File: src/rtl/score_display_driver.sv
// score_display_driver: binary score -> BCD via sequential double-dabble,
// then time-multiplexed onto the Basys3 four-digit seven-segment anodes.
// The displayed value is only replaced when a conversion finishes, so the
// scan never shows a half-converted number.
module score_display_driver #(
   parameter int REFRESH_DIV = 100000,
   parameter bit BLANK_LZ    = 1'b1
) (
   input  logic        clk,
   input  logic        rst,
   input  logic [13:0] score_in,
   input  logic        score_valid,
   output logic        busy,
   output logic [3:0]  digit,
   output logic [3:0]  an,
   output logic        dp
);

   localparam int              CW         = (REFRESH_DIV > 1) ? $clog2(REFRESH_DIV) : 1;
   localparam logic [CW-1:0]   REF_LAST   = CW'(REFRESH_DIV - 1);
   localparam logic [13:0]     SCORE_MAX  = 14'd9999;
   localparam logic [3:0]      LAST_SHIFT = 4'd13;

   typedef enum logic {IDLE, CONV} state_t;

   state_t        state_q, state_d;
   logic [13:0]   work_bin_q, work_bin_d;
   logic [15:0]   work_bcd_q, work_bcd_d;
   logic [3:0]    iter_q, iter_d;
   logic [15:0]   disp_bcd_q, disp_bcd_d;
   logic          busy_q, busy_d;
   logic [CW-1:0] ref_cnt_q, ref_cnt_d;
   logic [1:0]    sel_q, sel_d;
   logic [3:0]    digit_q, digit_d;
   logic [3:0]    an_q, an_d;

   logic [15:0]   adj_bcd;
   logic [29:0]   shifted;
   logic          upper_zero;
   logic          blank;

   // Double-dabble step: add 3 to nibbles >= 5, then shift the joined
   // {bcd, bin} register left one bit. Fourteen steps cover all 14 input bits.
   always_comb begin
      adj_bcd = work_bcd_q;
      for (int i = 0; i < 4; i++) begin
         if (work_bcd_q[4*i +: 4] >= 4'd5)
            adj_bcd[4*i +: 4] = work_bcd_q[4*i +: 4] + 4'd3;
      end
      shifted = {adj_bcd, work_bin_q} << 1;
   end

   // Conversion FSM next state; a load strobe while converting is dropped.
   always_comb begin
      state_d    = state_q;
      work_bin_d = work_bin_q;
      work_bcd_d = work_bcd_q;
      iter_d     = iter_q;
      disp_bcd_d = disp_bcd_q;
      busy_d     = busy_q;
      case (state_q)
         IDLE: begin
            if (score_valid) begin
               work_bin_d = (score_in > SCORE_MAX) ? SCORE_MAX : score_in;
               work_bcd_d = 16'h0000;
               iter_d     = 4'd0;
               busy_d     = 1'b1;
               state_d    = CONV;
            end
         end
         CONV: begin
            work_bcd_d = shifted[29:14];
            work_bin_d = shifted[13:0];
            iter_d     = iter_q + 4'd1;
            if (iter_q == LAST_SHIFT) begin
               disp_bcd_d = shifted[29:14];
               busy_d     = 1'b0;
               state_d    = IDLE;
            end
         end
         default: state_d = IDLE;
      endcase
   end

   // Free-running refresh divider; each wrap moves the scan to the next slot.
   always_comb begin
      ref_cnt_d = ref_cnt_q + CW'(1);
      sel_d     = sel_q;
      if (ref_cnt_q == REF_LAST) begin
         ref_cnt_d = '0;
         sel_d     = sel_q + 2'd1;
      end
   end

   // Slot outputs; a slot above the units is blanked when it and every
   // higher digit are zero (leading zero).
   always_comb begin
      upper_zero = 1'b1;
      for (int i = 0; i < 4; i++) begin
         if (i >= int'(sel_q) && disp_bcd_q[4*i +: 4] != 4'd0)
            upper_zero = 1'b0;
      end
      blank   = BLANK_LZ && (sel_q != 2'd0) && upper_zero;
      digit_d = disp_bcd_q[4*sel_q +: 4];
      an_d    = 4'b1111;
      if (!blank)
         an_d[sel_q] = 1'b0;
   end

   // State and output registers.
   always_ff @(posedge clk) begin
      if (rst) begin
         state_q    <= IDLE;
         work_bin_q <= '0;
         work_bcd_q <= '0;
         iter_q     <= '0;
         disp_bcd_q <= '0;
         busy_q     <= 1'b0;
         ref_cnt_q  <= '0;
         sel_q      <= '0;
         digit_q    <= '0;
         an_q       <= 4'b1110;
      end else begin
         state_q    <= state_d;
         work_bin_q <= work_bin_d;
         work_bcd_q <= work_bcd_d;
         iter_q     <= iter_d;
         disp_bcd_q <= disp_bcd_d;
         busy_q     <= busy_d;
         ref_cnt_q  <= ref_cnt_d;
         sel_q      <= sel_d;
         digit_q    <= digit_d;
         an_q       <= an_d;
      end
   end

   assign busy  = busy_q;
   assign digit = digit_q;
   assign an    = an_q;
   assign dp    = 1'b1;

endmodule

File: config.mk
export PLATFORM = sky130hd
export DESIGN_NAME = score_display_driver
export DESIGN_NICKNAME = d
export VERILOG_FILES = /design/src/rtl/score_display_driver.sv
export SDC_FILE = /design/constraint.sdc
export NUM_CORES = 1
export LEC_CHECK = 0
export BUFFER_PORTS_ARGS = -buffer_cell sky130_fd_sc_hd__buf_2
export CAP_MARGIN = 30
export CORE_MARGIN = 10
export CORE_UTILIZATION = 50
export CTS_CLUSTER_SIZE = 24
export DETAILED_ROUTE_END_ITERATION = 16
export GPL_ROUTABILITY_DRIVEN = 0
export HOLD_SLACK_MARGIN = 0.15
export PLACE_DENSITY = 0.66
export RECOVER_POWER = 100
export SYNTH_ARGS = -nofsm -noshare
export SYNTH_HDL_FRONTEND = slang
export SYNTH_SLANG_ARGS = --single-unit
File: constraint.sdc
create_clock -name clk -period 3.5 [get_ports clk]
set_input_delay 0 -clock clk [delete_from_list [all_inputs] [get_ports clk]]
set_output_delay 0 -clock clk [all_outputs]
set_load 0.05 [all_outputs]
=== Yosys cells after proc, flatten, opt, wreduce, memory -nomap -nowiden ===
Index checks and enable logic that the tools add are counted.

* Eq/ne operators: 4
* Shift-type cells: 1
* Div/mod/pow operators: 0
* Multipliers: 0
* Bitwise operators: 2
* Magnitude comparators: 10
* Multiplexer cells: 24
* Add/subtract/negate cells: 7
* Reductions and logical operators: 14

{| class="wikitable"
|+ Operators with widths
! cell !! count
|-
| $pmux W16 S2 || 1
|-
| $mux W14 || 2
|-
| $pmux W14 S2 || 1
|-
| $add A17 B1 Y17 const B || 1
|-
| $eq A17 B17 Y1 const B || 1
|-
| $ge A4 B3 Y1 const B || 4
|-
| $mux W16 || 1
|-
| $mux W4 || 4
|-
| $reduce_bool A4 Y1 || 4
|-
| $shiftx A16 B5 Y4 || 1
|-
| $gt A14 B14 Y1 const B || 1
|-
| $add A4 B2 Y4 const B || 3
|-
| $mux W1 || 10
|-
| $pmux W4 S2 || 1
|-
| $logic_and A1 B1 Y1 || 5
|-
| $add A4 B1 Y4 const B || 1
|-
| $eq A4 B4 Y1 const B || 1
|-
| $ge A1 B2 Y1 const A || 2
|-
| $not A4 Y4 || 1
|-
| $pmux W1 S2 || 2
|-
| $reduce_and A2 Y1 || 2
|-
| $reduce_or A2 Y1 || 2
|-
| $add A3 B2 Y3 const B || 1
|-
| $lt A2 B3 Y1 const B || 1
|-
| other kinds (9) || 9
|}

* Bits in latches: 0
* Logic and storage cells: 73
* Flip-flop bits (word level): 79
* Bits of input ports: 17
* Bits in writable memories: 0
* Memories: 0
* Output and inout port bits: 10
* Memory bits (read-only): 0

=== Depth between registers and ports, before layout ===
Gate-level depths: netlist (run 1).

* Depth in word-level cells: 8
* Mapped depth: 7
* Mapped depth without buffers: 6

=== Least setup slack after synthesis (run 1) ===
OpenSTA, ideal clock, no wires.

* Path type: reg-to-reg
* Start point: reg ref_cnt_q[0]
* End point: reg sel_q[1]
* Path buffers: 0
* Cell stages (with the launch flop): 6
* Slack: 1.912 ns
* Data required time: 3.413 ns
* Period minus slack after synthesis: 1.588 ns
* Arrival: 1.501 ns
* Library setup time: 0.087 ns
* Path through: dfxtp_1 -> ha_1 -> and4_1 -> nand3_2 -> or4b_1 -> o31ai_1

* Cells in the longest elaborated chain, start to end: 1

{| class="wikitable"
|+ RTL lines
! element !! RTL line !! text
|-
| from (decl) || 32 || <nowiki>logic [CW-1:0] ref_cnt_q, ref_cnt_d;</nowiki>
|-
| from (signal assigned) || 130 || <nowiki>ref_cnt_q <= ref_cnt_d;</nowiki>
|-
| $eq A17 B17 Y1 || 89 || <nowiki>if (ref_cnt_q == REF_LAST) begin</nowiki>
|-
| to (signal assigned) || 131 || <nowiki>sel_q <= sel_d;</nowiki>
|-
| to (decl) || 33 || <nowiki>logic [1:0] sel_q, sel_d;</nowiki>
|}

Every way passes these cells.
A chain may end at the register's enable or synchronous reset.

=== Worst setup path in the final report (run 1) ===
* Start point: reg state_q
* End point: reg work_bin_q[4]

* Cells in the longest elaborated chain, start to end: 2
* Elaborated cells on any way between the ends: 3
* Those cells by class: eq/ne (1); mux (1); bitwise (1)

{| class="wikitable"
|+ RTL lines
! element !! RTL line !! text
|-
| from (decl) || 26 || <nowiki>state_t state_q, state_d;</nowiki>
|-
| from (signal assigned) || 124 || <nowiki>state_q <= state_d;</nowiki>
|-
| $not A1 Y1 || - ||
|-
| $pmux W14 S2 or $ne A2 B2 Y1 (tied branches) || - ||
|-
| to (signal assigned) || 125 || <nowiki>work_bin_q <= work_bin_d;</nowiki>
|-
| to (decl) || 27 || <nowiki>logic [13:0] work_bin_q, work_bin_d;</nowiki>
|}

Parallel ways exist; a longest one is shown, timed or not.

==> impl_metrics.toml, run 1 <==
[cells_and_area]
nets = 492
final_core_util = 0.596
regArea_um2 = 1580
stdcell_count = 563
drive_gt1_frac = 0.0927
insertedDiodeCount = 0
area_growth_pct = 15.3
fillers = 678
fin_area_um2 = 4350
multi_input_area_um2 = 1990

[synthesis]
synth_cell_types = 49
ys_warn_count = 0
synth_nets = 456
synth_seq_area_share = 0.420
async_reset_ff_frac = 0
synth_edf_count = 0
synthCells = 424
synth.avg_cell_area_um2 = 8.89
ys_seq_elements = 79
syn_area_um2 = 3770
synth_ff_type = "dfxtp_1"

[pwr]
seqPwrFrac = 0.532
power_frac_comb = 0.077
peakVddDrop_v = 0.000263
netSwitchingPower_w = 0.000406
p_sw_frac = 0.233
cellLeakagePower_nw = 1.49
power_density_nw_per_um2 = 401
clockPowerShare = 0.391
p_int_w = 0.00134

[floorplanning]
floorplan.die_area_um2 = 11400
fp-row-count = 31
coreArea_um2 = 7290
initial_core_util = 0.517
ios = 27
die_h_um = 107
die_w_um = 107

[critical_path]
critPathMaxStageDelay_ns = 0.58
path_buf_inv = 2
reg2reg_to = "work_bin_q[4]"
ff2ff_setup_slack_ns = 1.15
cp.depth = 5
crit_fanout = 62
crit_required_ns = 3.79
crit_type = "reg2reg"
crit_path_start_kind = "register"
crit_start = "state_q"
end_kind = "register"
crit_arrival_ns = 2.64
r2r_cells = 5
endpoint = "work_bin_q[4]"
cpLargestDelayFamily = "simple AND/OR/NAND/NOR gates"
crit_slowest_cell = "dlygate4sd3_1"
r2r-start = "state_q"
crit_chain = "buf_4 > nand2b_1 > or3b_2 > o22ai_1 > dlygate4sd3_1"

[detailed_routing]
final_antenna_net_count = 0
vias = 3027
drc_errors = 0
drt_iter0_markers = 138
wl_per_cell_um = 14.1
via_per_inst = 5.38
wirelength_mm = 7.93
first_pass_iters = 4

[worst_hold_path]
worstHoldPathType = "in2reg"

[sta]
worst_slew_margin_rel = 0.236
fin_setup_tns_ns = 0
skew_ns = 0.00652
period_minus_slack_ns = 2.35
worstMarginPinSlew_ns = 1.14
fmax_mhz = 426
setup_viol = 0
hold_viol = 0
grt_setup_unrepaired = "no"
whs_ns = 0.270
finalCritPeriodShare = 0.671
slew_viol_final = 0

[clocking]
cts_resized = 0
tritoncts = "built"
htree_num_levels = 3
postCtsSetupBuffers = 0
root_buffer = "clkbuf_8"
numClockSinks = 79
clkTransAtPathRegs_ns = 0.08
insertion_delay_ns = 0.35
cts_made_buffers = 9
cts_buffer_depth = 2

[global_routing]
first_global_vias = 2965
grt_usage = 0.145
grt_overflow_total = 0
antenna_found_initial = 0
grt_pass1_wl_mm = 13.7
grt_start_max_net_pins = 63

[run]
max_cap_violations = 0

[place]
post_dp_cell_area_um2 = 3910
hpwl_mm = 5.10
dp_cells = 522
io_buffer_count = 25

[status]
status = "complete, no violations"
worst min-delay path: stages:
cell and delay (ns):
buf_2 0.25, nor2_1 0.15, a211o_1 0.11, a21oi_1 0.05
layer usage:
metal,GRT usage,share of wire,wire length [um]
met1,0.170,0.47,3720
met2,0.239,0.47,3720
met3,0.0383,0.043,337
met4,0.0716,0.018,143
met5,0,0,0
per-stage QoR:
stage                     worst slack [ns]  total power (W)
after global placement                1.51          0.00105
after CTS                             1.19          0.00176
final                                 1.15          0.00174
after floorplan                       1.91          0.00103
after detailed placement              1.46          0.00106
after global routing                 0.951          0.00181
power groups by stage:
| stage | logic (W) | clock network (W) | registers (W) |
|---|---|---|---|
| floorplan | 0.0000822 | 0 | 0.000948 |
| global placement | 0.000108 | 0 | 0.000947 |
| detailed placement | 0.000109 | 0 | 0.000948 |
| CTS | 0.000134 | 0.000696 | 0.000926 |
| global route | 0.000151 | 0.000727 | 0.000929 |
| finish | 0.000135 | 0.000682 | 0.000927 |
worst min path at each step:
| stage | from | endpoint | cells after the start |
|---|---|---|---|
| after global routing | score_valid | work_bin_q[8] | 4 |
| after detailed placement | score_in[0] | work_bin_q[0] | 3 |
| after CTS | score_valid | work_bin_q[8] | 4 |
| after global placement | score_in[0] | work_bin_q[0] | 3 |
| final | score_valid | work_bin_q[8] | 4 |
| after floorplan | score_in[0] | work_bin_q[0] | 2 |
area by class of cell:
class	count	share of cell area
Multi-Input combinational cell	298	0.458
Inverter	20	0.0173
Clock inverter	4	0.0104
Timing Repair Buffer	52	0.0875
Clock buffer	11	0.0348
Sequential cell	79	0.364
Tap cell	99	0.0285
synthesized netlist by cell type (4+ instances only):
master / n / share of area
dfxtp_1: 79 / 0.42
nor2_1: 47 / 0.047
a21oi_1: 27 / 0.036
inv_1: 20 / 0.020
clkbuf_1: 17 / 0.017
nand2_1: 17 / 0.017
ha_1: 15 / 0.050
nand2b_1: 15 / 0.025
nor2b_1: 15 / 0.025
o21ai_0: 15 / 0.020
xnor2_1: 15 / 0.035
nor3_1: 13 / 0.017
nor3b_1: 13 / 0.026
o22ai_1: 12 / 0.020
nand3_1: 10 / 0.013
o32ai_1: 8 / 0.019
nor4_1: 7 / 0.012
a311oi_1: 6 / 0.014
buf_2: 6 / 0.0080
nand4_1: 5 / 0.0083
a211oi_1: 4 / 0.0080
mux2_2: 4 / 0.012
mux4_2: 4 / 0.024
or3_1: 4 / 0.0066
or3b_2: 4 / 0.0093
xor2_1: 4 / 0.0093
flip-flops by register name, summed over array words and instances (netlist names):
signal and count:
ref_cnt_q 17, disp_bcd_q 16, work_bcd_q 16, work_bin_q 14, an 4, digit 4, iter_q 4, sel_q 2
busy 1, state_q 1
timing repair:
item / 4_1_cts / 5_1_grt
hold endpoints to repair: 14 / 0
endpoints found under the setup margin: 0 / 0
hold buffers: 26 / 0
placed cells by master (no fill, tap or decap), types with 3 or more instances in the layout:
cell type and instances:
a211oi_1 4, a21oi_1 27, a221oi_1 3, a311oi_1 6
and2_1 3, buf_2 15, clkbuf_1 10, clkbuf_8 11
clkinv_2 3, dfxtp_1 79, dlygate4sd3_1 26, ha_1 15
inv_1 20, mux2_1 4, mux2i_1 3, mux4_2 4
nand2_1 17, nand2b_1 15, nand3_1 11, nand4_1 5
nor2_1 47, nor2b_1 15, nor3_1 13, nor3b_1 13
nor4_1 7, o21ai_0 15, o21ba_1 3, o22ai_1 12
o32ai_1 8, or3_1 4, or3b_2 4, xnor2_1 15
xor2_1 4
logic make-up after synthesis:
logic type / after synthesis / synth area share
xor gates and xnor gates: 19 / 0.0441
other: 1 / 0.000995
AOI/OAI and AO/OA: 88 / 0.154
muxes: 11 / 0.0438
DFF: 79 / 0.420
adders and majority gates: 15 / 0.0498
and+or+nand+nor: 164 / 0.237
buffers and inverters: 47 / 0.0508
No activity file was read; power rests on OpenSTA's default activity.
==> inputs of run 2 (changes only) <==
--- a/config.mk
+++ b/config.mk
@@ -13,7 +13,7 @@
 export DETAILED_ROUTE_END_ITERATION = 16
 export GPL_ROUTABILITY_DRIVEN = 0
 export HOLD_SLACK_MARGIN = 0.15
-export PLACE_DENSITY = 0.66
+export PLACE_DENSITY = 0.69
 export RECOVER_POWER = 100
 export SYNTH_ARGS = -nofsm -noshare
 export SYNTH_HDL_FRONTEND = slang
==> constraint.sdc (replaced) <==
create_clock -name clk -period 1.9 [get_ports clk]
set_input_delay 0 -clock clk [delete_from_list [all_inputs] [get_ports clk]]
set_output_delay 0 -clock clk [all_outputs]
set_load 0.05 [all_outputs]
==> run 2 against run 1 <==
Against the previous run:
- clock skew up 0.00095 ns
- via count up 4.0%
- combinational power up 100%
- wire length up 6.1%
- total power up 78%
- core utilization up 1.4 points
- die area unchanged
- cell count up 2.0%
- largest cell class unchanged
- largest power group unchanged
- highest routed layer unchanged
==> impl_metrics.toml, run 2 (same netlist as run 1, synthesis figures left out) <==
[status]
status = "complete, no violations"

[critical_path]
crit_type = "in2reg"
critPathMaxStageDelay_ns = 0.57
crit_slowest_cell = "dlygate4sd3_1"
r2r-start = "state_q"
crit_arrival_ns = 2.16
end_kind = "register"
crit_fanout = 21
r2r_cells = 6
ff2ff_setup_slack_ns = 0.11
reg2reg_to = "work_bin_q[3]"
path_buf_inv = 4
crit_path_start_kind = "input port"
cpLargestDelayFamily = "buffers and inverters"
crit_chain = "dlygate4sd3_1 > buf_4 > buf_4 > or3b_2 > o22ai_1 > dlygate4sd3_1"
crit_required_ns = 2.18

[run]
max_cap_violations = 0

[detailed_routing]
first_pass_iters = 4
final_antenna_net_count = 0
drc_errors = 0
wirelength_mm = 8.41
drt_iter0_markers = 119
via_per_inst = 5.48
vias = 3147
wl_per_cell_um = 14.7

[cells_and_area]
reg.largest.list = "ref_cnt_q (17), disp_bcd_q (16), work_bcd_q (16)"
largest_reg_flops = 17
insertedDiodeCount = 0
area_growth_pct = 17.9
final_cell_mix = "78 x dfxtp_1, 47 x nor2_1, 30 x dlygate4sd3_1"
layout_commonest_cell = "dfxtp_1"
drive_gt1_frac = 0.114
nets = 505
regMostFlops = "ref_cnt_q"
fin_area_um2 = 4440

[sta]
hold_viol = 0
skew_ns = 0.00747
slew_viol_final = 0
fin_ws_ns = 0.0245
fmax_mhz = 533
whs_ns = 0.276
finalCritPeriodShare = 0.987
worst_slew_margin_rel = 0.587
worstMarginPinSlew_ns = 0.622
setup_viol = 0
period_minus_slack_ns = 1.88

[clocking]
postCtsSetupBuffers = 0
root_buffer = "clkbuf_8"
numClockSinks = 79
cts_buffer_depth = 2
insertion_delay_ns = 0.35
cts_made_buffers = 9
tritoncts = "built"
htree_num_levels = 3
clkTransAtPathRegs_ns = 0.07

[floorplanning]
die_h_um = 107
die_w_um = 107
fp-row-count = 31
ios = 27
coreArea_um2 = 7290
floorplan.die_area_um2 = 11400
initial_core_util = 0.517

[place]
hpwl_mm = 5.44
pre_cts_slack_ns = 0.202
post_dp_cell_area_um2 = 3980
io_buffer_count = 25

[pwr]
p_total_w = 0.00310
cellLeakagePower_nw = 1.54
power_density_nw_per_um2 = 697
peakVddDrop_v = 0.000453

[worst_hold_path]
hp-start = "score_valid"
worstHoldPathType = "in2reg"
worstHoldPathCells = 4
min_to = "iter_q[1]"

[global_routing]
antenna_found_initial = 0
grt_start_max_net_pins = 27
grt_overflow_total = 0
grt_usage = 0.149
grt_pass1_wl_mm = 14.0
first_global_vias = 2938
-- run 2: where the power goes --
| group | internal (W) | total (W) | leakage, nW | switching [W] |
|---|---|---|---|---|
| combinational | 0.000131 | 0.000275 | 0.805 | 0.000145 |
| sequential | 0.00169 | 0.00171 | 0.640 | 0.0000232 |
| clock | 0.000558 | 0.00111 | 0.0902 | 0.000552 |
| total | 0.00238 | 0.00310 | 1.54 | 0.000720 |
-- run 2: stage by stage --
| stage | TNS [ns] | instances | util |
|---|---|---|---|
| 6_report | 0 | 574 | 0.609 |
| 5_1_grt | -0.00214 | 574 | 0.609 |
| 4_1_cts | 0 | 573 | 0.609 |
| 3_5_place_dp | 0 | 531 | 0.545 |
| 3_3_place_gp | 0 | 531 | 0.545 |
| 2_1_floorplan | 0 | 424 | - |
-- run 2: cell type report --
class	instances	area, um2
Sequential cell	79	1580
Clock inverter	1	5.00
Tap cell	99	124
Inverter	20	75.1
Timing Repair Buffer	65	479
Clock buffer	12	165
Fill cell	649	2850
Multi-Input combinational cell	298	2010
-- run 2: tightest hold or removal path, delay by kind of cell --
family,cells,cell delay [ns]
and+or+nand+nor,1,0.04
AOI/OAI and AO/OA,1,0.16
buffers and inverters,2,0.37
-- run 2: worst max path at each step --
stage / from / to / slack [ns] / depth (start not counted)
floorplan: ref_cnt_q[0] / sel_q[1] / 0.31 / 5
global placement: ref_cnt_q[0] / sel_q[1] / 0.24 / 5
CTS: state_q / work_bin_q[4] / 0.02 / 4
detailed placement: ref_cnt_q[0] / sel_q[1] / 0.20 / 5
global route: state_q / work_bin_q[1] / -0.002 / 6
finish: rst / work_bin_q[7] / 0.02 / 6
-- run 2: layer usage --
layer | share of wire | up-vias | global-route usage
li1 | - | 1592 | -
met1 | 0.46 | 1480 | 0.174
met2 | 0.48 | 62 | 0.248
met3 | 0.047 | 13 | 0.0503
met4 | 0.018 | 0 | 0.0571
met5 | 0 | - | 0
-- run 2: what timing repair did --
item                                    CTS  global route
gates resized for setup                   0             9
endpoints found under the setup margin    0             6
hold buffers                             29             1
hold endpoints to repair                 18             3
